$ cat config.mk
export PLATFORM = sky130hd
export DESIGN_NAME = u_if_prefetch
export DESIGN_NICKNAME = d
export VERILOG_FILES = /design/src/rtl/if_pkg.sv /design/src/rtl/u_hw_fifo.sv /design/src/rtl/u_if_prefetch.sv
export SDC_FILE = /design/constraint.sdc
export NUM_CORES = 1
export LEC_CHECK = 0
export ABC_AREA = 1
export CAP_MARGIN = 20
export CORE_MARGIN = 5
export CORE_UTILIZATION = 45
export CTS_CLUSTER_DIAMETER = 100
export DETAILED_ROUTE_END_ITERATION = 10
export SLEW_MARGIN = 5
export SYNTH_ARGS = -nofsm -noshare
export SYNTH_HDL_FRONTEND = slang
export SYNTH_SLANG_ARGS = --single-unit
$ cat constraint.sdc
create_clock -name clk_i -period 4.2 [get_ports clk_i]
set_input_delay 0.84 -clock clk_i [delete_from_list [all_inputs] [get_ports clk_i]]
set_output_delay 0.84 -clock clk_i [all_outputs]
set_load 0.005 [all_outputs]
$ cat src/rtl/if_pkg.sv
// Shared types for the instruction prefetch path: halfword buffer entry and RVC length decode.
package if_pkg;

    localparam logic [1:0] RVC_LONG_OPC = 2'b11;

    typedef struct packed {
        logic [15:0] data;
        logic [30:0] pc;
    } hw_entry_t;

    function automatic logic is_long(input logic [15:0] hw);
        return hw[1:0] == RVC_LONG_OPC;
    endfunction

endpackage

$ cat src/rtl/u_hw_fifo.sv
// Circular halfword FIFO: up to two pushes and two pops per cycle, plus flush.
module u_hw_fifo
    import if_pkg::*;
#(
    parameter int unsigned DEPTH = 8
) (
    input  logic                     clk_i,
    input  logic                     rst_i,
    input  logic                     flush,
    input  logic [1:0]               push_n,
    input  hw_entry_t                push_d0,
    input  hw_entry_t                push_d1,
    input  logic [1:0]               pop_n,
    output hw_entry_t                head,
    output logic [15:0]              head_next_data,
    output logic [$clog2(DEPTH):0]   count
);

    localparam int unsigned PTR_W = $clog2(DEPTH);
    localparam int unsigned CNT_W = PTR_W + 1;

    hw_entry_t        mem [DEPTH];
    logic [PTR_W-1:0] rd_ptr;
    logic [PTR_W-1:0] wr_ptr;

    // Pointers wrap naturally because DEPTH is a power of two.
    always_ff @(posedge clk_i or posedge rst_i) begin
        if (rst_i) begin
            rd_ptr <= '0;
            wr_ptr <= '0;
            count  <= '0;
        end else if (flush) begin
            rd_ptr <= '0;
            wr_ptr <= '0;
            count  <= '0;
        end else begin
            rd_ptr <= rd_ptr + PTR_W'(pop_n);
            wr_ptr <= wr_ptr + PTR_W'(push_n);
            count  <= count + CNT_W'(push_n) - CNT_W'(pop_n);
        end
    end

    always_ff @(posedge clk_i) begin
        if (push_n != 2'd0) mem[wr_ptr] <= push_d0;
        if (push_n == 2'd2) mem[wr_ptr + PTR_W'(1)] <= push_d1;
    end

    assign head           = mem[rd_ptr];
    assign head_next_data = mem[rd_ptr + PTR_W'(1)].data;

endmodule

$ cat src/rtl/u_if_prefetch.sv
// Instruction prefetch: word fetch into a halfword buffer, RVC realignment, branch redirect.
module u_if_prefetch
    import if_pkg::*;
#(
    parameter int unsigned BUF_DEPTH = 8,
    parameter logic [30:0] RESET_PC  = 31'h0
) (
    input  logic                          clk_i,
    input  logic                          rst_i,
    output logic                          cache_req_o,
    output logic [29:0]                   cache_address_o,
    input  logic [31:0]                   cache_data_i,
    input  logic                          cache_blocking_n_i,
    input  logic                          branching,
    input  logic [30:0]                   branch_pc,
    input  logic                          stall,
    output logic [31:0]                   instr_o,
    output logic                          is_long_o,
    output logic [30:0]                   pc_o,
    output logic                          instr_valid_o,
    output logic                          ins_busywait_o,
    output logic [$clog2(BUF_DEPTH):0]    buf_count_o
);

    localparam int unsigned CNT_W = $clog2(BUF_DEPTH) + 1;

    logic [29:0]      fetch_counter;
    logic             skip_low;
    logic [30:0]      head_pc;
    hw_entry_t        head;
    hw_entry_t        push_d0;
    hw_entry_t        push_d1;
    logic [15:0]      head_next_data;
    logic [1:0]       push_n;
    logic [1:0]       pop_n;
    logic [CNT_W-1:0] count;
    logic             accept;
    logic             head_long;

    u_hw_fifo #(
        .DEPTH(BUF_DEPTH)
    ) u_fifo (
        .clk_i          (clk_i),
        .rst_i          (rst_i),
        .flush          (branching),
        .push_n         (push_n),
        .push_d0        (push_d0),
        .push_d1        (push_d1),
        .pop_n          (pop_n),
        .head           (head),
        .head_next_data (head_next_data),
        .count          (count)
    );

    // Request only with room for a full word; a redirect suppresses push and pop.
    always_comb begin
        cache_req_o  = !rst_i && !branching && (count <= CNT_W'(BUF_DEPTH - 2));
        accept       = cache_req_o && cache_blocking_n_i;

        push_d0.data = skip_low ? cache_data_i[31:16] : cache_data_i[15:0];
        push_d0.pc   = {fetch_counter, skip_low};
        push_d1.data = cache_data_i[31:16];
        push_d1.pc   = {fetch_counter, 1'b1};
        push_n       = accept ? (skip_low ? 2'd1 : 2'd2) : 2'd0;

        head_long     = is_long(head.data);
        instr_valid_o = !branching &&
                        (head_long ? (count >= CNT_W'(2)) : (count >= CNT_W'(1)));
        pop_n         = (instr_valid_o && !stall) ? (head_long ? 2'd2 : 2'd1) : 2'd0;

        instr_o = 32'h0;
        if (instr_valid_o) instr_o = head_long ? {head_next_data, head.data} : {16'h0, head.data};
        is_long_o      = instr_valid_o && head_long;
        pc_o           = (count != '0) ? head.pc : head_pc;
        ins_busywait_o = !instr_valid_o;
    end

    assign cache_address_o = fetch_counter;
    assign buf_count_o     = count;

    // head_pc tracks the next expected pc so pc_o is meaningful while the buffer is empty.
    always_ff @(posedge clk_i or posedge rst_i) begin
        if (rst_i) begin
            fetch_counter <= RESET_PC[30:1];
            skip_low      <= RESET_PC[0];
            head_pc       <= RESET_PC;
        end else if (branching) begin
            fetch_counter <= branch_pc[30:1];
            skip_low      <= branch_pc[0];
            head_pc       <= branch_pc;
        end else begin
            if (accept) begin
                fetch_counter <= fetch_counter + 30'd1;
                skip_low      <= 1'b0;
            end
            head_pc <= head_pc + 31'(pop_n);
        end
    end

endmodule

==> impl_metrics.env <==
export IMPL_dieHeight_um=242
export IMPL_tightest_slew_ns=1.08
export IMPL_period_share_pct=98.5
export IMPL_first_global_vias=21200
export IMPL_worstPathRequired_ns=3.36
export IMPL_finalSetupViolCount=0
export IMPL_synthArstFlopShare_pct=16.1
export IMPL_gp_congestion=1.02
export IMPL_synth_edf_count=368
export IMPL_cts_sinks=448
export IMPL_cap_violations=0
export IMPL_netlist_instances=2814
export IMPL_r2r_start="u_fifo.rd_ptr[0]$_DFF_PP0_"
export IMPL_fmaxAchievable_mhz=242
export IMPL_yosys_mux_area_fraction_pct=0.584
export IMPL_cp_startpoint="u_fifo.rd_ptr[2]$_DFF_PP0_"
export IMPL_synthesis_area_mm2=0.0242
export IMPL_synth_main_ff_cell="edfxtp_1"
export IMPL_via_per_inst=6.07
export IMPL_power_density_mw_per_mm2=471
export IMPL_yosys_area_share_simple_pct=19.8
export IMPL_port_buffers=168
export IMPL_p_leak_nw=10.6
export IMPL_final_nets=2992
export IMPL_start_util_pct=45.2
export IMPL_die_x_um=242
export IMPL_hp_class="reg -> reg"
export IMPL_areaGrowthSynthToFinish_pct=16.3
export IMPL_max_slew_margin_rel_pct=27.9
export IMPL_seq_area_frac_synth_pct=53.8
export IMPL_worstPathArrival_ns=3.30
export IMPL_min_period_ns=4.14
export IMPL_root_buffer="clkbuf_16"
export IMPL_cts_made_buffers=48
export IMPL_antenna_found_initial=1
export IMPL_yosysUniqueCellTypes=43
export IMPL_drt_wl_total_mm=89.2
export IMPL_avgSynthCellArea_um2=8.60
export IMPL_dp_hpwl_mm=55.5
export IMPL_synth_top_family_by_area="simple AND/OR/NAND/NOR gates"
export IMPL_finalSetupTns_ns=0
export IMPL_slew_violations=0
export IMPL_grt_max_degree=92
export IMPL_clockBufferDepth=3
export IMPL_dr_pass1_iters=8
export IMPL_cp_end_kind="output port"
export IMPL_drive_above_1_share_pct=7.34
export IMPL_hold_violations=0
export IMPL_hold_buffers=0
export IMPL_final_cell_count_no_fill=3638
export IMPL_grt_setup_unrepaired="false"
export IMPL_hp_start="u_fifo.mem[1][0]$_SDFFE_PP1P_"
export IMPL_syn_nets=2901
export IMPL_cts_tree="done"
export IMPL_clkLatencyLatePin_ns=0.61
export IMPL_io_pins=169
export IMPL_synth_warnings=0
export IMPL_synth_adder_area_share_pct=1.14
export IMPL_ant_nets=0
export IMPL_clkSlewWorstSetupHoldPaths_ns=0.06
export IMPL_cp_start_kind="flop"
export IMPL_vias=22100
export IMPL_grtUsageTotal_pct=29.2
export IMPL_coreArea_mm2=0.0536
export IMPL_skew_ns=0.0131
export IMPL_rows=85
export IMPL_dp_slack_ns=0.652
export IMPL_status="finished clean"
export IMPL_grt_overflow=0
export IMPL_numPlacedInstances=3547
export IMPL_fin_util_pct=52.5
export IMPL_postLayoutCellArea_mm2=0.0282
export IMPL_synth_compound_area_share_pct=17.1
export IMPL_dieArea_mm2=0.0585
export IMPL_n_antenna_cell=0
export IMPL_ir_drop_uv=324
export IMPL_worst_path_max_fanout=40
export IMPL_ys_seq_elements=448
export IMPL_worstSetupPathType="reg -> out"
export IMPL_setup_ws_ns=0.0631
export IMPL_drc=0
export IMPL_wl_per_cell_um=24.5
export IMPL_placed_cell_area_mm2=0.0265
export IMPL_grt_pass1_wl_mm=132
export IMPL_ctsHtreeMaxLevel=2
export IMPL_synth_xor_area_share_pct=0.507
export IMPL_first_iter_violations=2657
## metal layers
layer	wire length [µm]	global-route usage, %	part of all wire [%]
met2	41100	46.8	46
met3	8710	5.24	9.8
met1	36300	40.4	41
met4	3100	9.90	3.5
met5	0	0	0
## Yosys cell counts (all sizes together), types with 24 or more instances
| master | number | share of area [%] |
|---|---|---|
| inv | 197 | 3.1 |
| buf | 86 | 2.0 |
| clkbuf | 112 | 1.7 |
| o21ai | 329 | 6.8 |
| o221ai | 46 | 1.7 |
| edfxtp | 368 | 46 |
| nor3 | 24 | 0.50 |
| a21oi | 225 | 5.0 |
| nand2 | 556 | 8.7 |
| o22ai | 60 | 1.8 |
| nand3 | 147 | 3.1 |
| nor2 | 426 | 6.7 |
| o211ai | 30 | 0.93 |
| dfrtp | 72 | 7.4 |
## cell type report
cell class / count / area (µm²)
repair buffers: 239 / 2380
clock buffers: 60 / 1270
inverters: 220 / 837
multi-input cells: 1948 / 9510
fillers: 5039 / 25400
flip-flops and latches: 448 / 13000
clock inverters: 27 / 263
well taps: 696 / 871
## power by group
group          switching (W)  internal, W  total (W)
clock network        0.00187      0.00239    0.00426
registers           0.000174      0.00493    0.00510
logic                0.00248      0.00142    0.00389
total                0.00452      0.00874     0.0133
## final timing paths
path,slack [ns],cells after the start,to
worst max-delay path,0.06,6,pc_o[14]
worst min-delay path,0.47,2,u_fifo.mem[1][0]$_SDFFE_PP1P_
worst max register to register,0.66,20,head_pc[20]$_DFF_PP0_
worst min register to register,0.47,2,u_fifo.mem[1][0]$_SDFFE_PP1P_
max in group asynchronous,2.91,3,cache_address_o[23]$_DFFE_PP0P_
min in group asynchronous,0.59,2,u_fifo.count[3]$_DFF_PP0_
## through the flow
stage                     power, W  hold WS [ns]
after floorplan            0.00714         0.424
after detailed placement   0.00897         0.448
after global placement     0.00894         0.443
after CTS                   0.0132         0.470
after global routing        0.0138         0.494
final                       0.0133         0.471
## kinds of logic (layout without fill, tap and decap cells)
kind of cell    Yosys count  after routing
compound gates          721            721
xor+xnor                 14             14
fa+ha+maj                19             19
buf+inv                 418            546
flops                   448            448
mux                      14             14
simple gates           1180           1180
## placed cells by master, fill, tap and decap left out, types with 27 or more instances in the layout
cell	n
o22ai_1	52
o21ai_0	329
dfrtp_1	69
o211ai_1	30
nand3_1	143
a21oi_1	205
inv_1	188
buf_4	56
clkbuf_16	49
nor2_1	422
clkdlybuf4s50_1	167
o221ai_1	46
clkinv_1	27
edfxtp_1	368
nand2_1	539
## sequential cells by signal (all words and copies together), names as in the netlist
register         count
u_fifo.mem         376
cache_address_o     30
u_fifo.wr_ptr        3
skip_low             1
head_pc             31
u_fifo.count         4
u_fifo.rd_ptr        3
## timing repair
item                                    in CTS  in global routing
buffers inserted                             0                  3
gates resized for setup                      0                  6
endpoints found under the hold margin        0                  0
endpoints found under the setup margin       0                 37
## critical path, cell delays in order (launching register included)
cell and delay [ns]:
dfrtp_2 0.45, inv_2 0.30, buf_4 0.65, o221ai_1 0.29, nand3_1 0.26, o21ai_0 0.21
clkdlybuf4s50_1 0.51
(Power assumes the default switching activity.)
==> patch (config.mk and constraints unchanged) <==
Set the parameter `BUF_DEPTH` to 4 (it was 8).
--- a/src/rtl/u_if_prefetch.sv
+++ b/src/rtl/u_if_prefetch.sv
@@ -3,5 +3,5 @@
     import if_pkg::*;
 #(
-    parameter int unsigned BUF_DEPTH = 8,
+    parameter int unsigned BUF_DEPTH = 4,
     parameter logic [30:0] RESET_PC  = 31'h0
 ) (
Ports: changed (resized buf_count_o); port bits go from 169 to 168. The function was not compared with the original's and may differ.
==> patch against the original RTL <==
Non-clock buffer count is 42 lower. Global-route usage is 2.9 points lower. Worst setup slack better by 84 ps. Cell area is 40% lower. Count of clock-buffer cells in the layout is 20 lower. Synthesized area is 42% lower. Combinational power is 51% lower. Clock skew is 2.8 ps higher. Sequential cell count is 191 lower. Critical path depth stayed put. Total power is 43% lower. Cell count is 38% lower. Wire length is 48% lower.
==> patch: results (changes against the original RTL) <==
[finish]
fillCellCount = 2829  ; -44%
regMostFlops = u_fifo.mem
diodes = 0  ; unchanged
largest_reg_flops = 188  ; -50%
drive_gt1_frac = 0.0570  ; -0.0164
nets = 1915  ; -36%
stdcell_count = 2255  ; -38%

[setup_path]
critPathTopFamily = buffers and inverters
crit_fanout = 40  ; unchanged
max_stage_delay_ps = 680  ; +30 ps
cp.arrival_ps = 3210  ; -90 ps
cp_slowest_cell = dfrtp_1

[clock_network]
cts_buffers = 28  ; -42%
cts_root_buf = clkbuf_16
clock_latency_ps = 540  ; -70 ps
h-tree-depth = 1  ; -1
cts_resized = 0  ; unchanged
clockBufferDepth = 3  ; unchanged
cts_setup_buffers = 0  ; unchanged

[placed_design]
io_buffer_count = 167  ; -0.60%
gp_congestion = 0.965  ; -5.1%
hpwl_um = 31700  ; -43%
place_inst = 2203  ; -38%

[timing]
fin_skew_ps = 15.8  ; +2.77 ps
finalHoldViolCount = 0  ; unchanged
slew_headroom = 0.387  ; +0.107

[synthesis]
syn_avg_cell_area_sq_um = 8.22  ; -4.4%
synth_cell_type_count = 39  ; -9.3%
synth.area.top_cells = edfxtp_1 40%, dfrtp_1 12%, nand2_1 12%
syn-num-nets = 1773  ; -39%
yosysSeqAreaShare = 0.526  ; -0.0113
synth-edff-count = 184  ; -50%
async_flop_share = 0.268  ; +0.108
yosys-top-cells-count = 434 x nand2_1, 308 x nor2_1, 184 x edfxtp_1
synth-main-ff-cell = edfxtp_1

[drt]
vias = 12670  ; -43%
drtIter0Drc = 1243  ; -53%
dr.pass1.iters = 5  ; -3
wire_per_inst_um = 20.5  ; -16%

[power_and_ir_drop]
p_leak_nw = 6.76  ; -36%
ir_worst_vdd_v = 0.000315  ; -2.8%

[status]
status = finished, final reports clean

[global_route]
grt_max_degree = 88  ; -4.3%
grt_pass1_vias = 12071  ; -43%
grt_usage = 0.263  ; -0.0292
antenna_found_initial = 0  ; -1
grt_pass1_wl_um = 70300  ; -47%

[hold_path]
hp-class = flip-flop to flip-flop

[job]
drv_cap = 0  ; unchanged

patch: metal layers:
layer	global-route usage	routed length, um	part of all wire
met1	0.397	20500	0.44
met2	0.397	20600	0.44
met5	0	0	0
met3	0.0448	4280	0.092
met4	0.0603	932	0.020
patch: cells by family (layout without fill, tap and decap cells):
family | Yosys count | in the layout | share of synthesized area
AND/OR/NAND/NOR | 836 | 836 | 0.241
buffers and inverters | 243 | 407 | 0.0753
AO/OA/AOI/OAI | 330 | 330 | 0.135
adder cells (fa/ha/maj) | 10 | 10 | 0.0106
flip-flops | 257 | 257 | 0.526
XOR/XNOR | 19 | 19 | 0.0119
patch: through the flow:
stage	total power, mW	instance area (sq um)	worst slack (ps)
after global routing	7.85	16900	23.7
after CTS	7.55	16900	188
final	7.52	16900	147
after floorplan	3.92	13900	1120
after global placement	4.95	15900	526
after detailed placement	4.96	15900	465
patch: path summary, 6_finish.rpt:
kind	end	depth (start not counted)	from	slack (ps)
max	pc_o[7]	6	u_fifo.rd_ptr[1]	150
min	u_fifo.mem[0][0]	2	u_fifo.mem[0][0]	470
max reg2reg	head_pc[18]	19	u_fifo.rd_ptr[0]	770
min reg2reg	u_fifo.mem[0][0]	2	u_fifo.mem[0][0]	470
max in group asynchronous	cache_address_o[18]	3	rst_i	2470
min in group asynchronous	cache_address_o[6]	2	rst_i	910
patch: final cells by class:
cell class	count	area share
sequential	257	0.434
clock buffer	40	0.0483
multi-input combinational	1195	0.329
clock inverter	12	0.00955
inverter	158	0.0352
tap	396	0.0293
timing repair buffer	197	0.115
patch: power by group:
part	leakage, nW	internal [mW]	switching [mW]
Combinational	3.72	0.780	1.13
Clock	0.475	1.59	1.01
Sequential	2.57	2.86	0.152
patch: tightest hold or removal path: cells and delay by family, from the launching register on:
kind / cells / cell delay [ps]
simple gates: 2 / 110
flops: 1 / 320
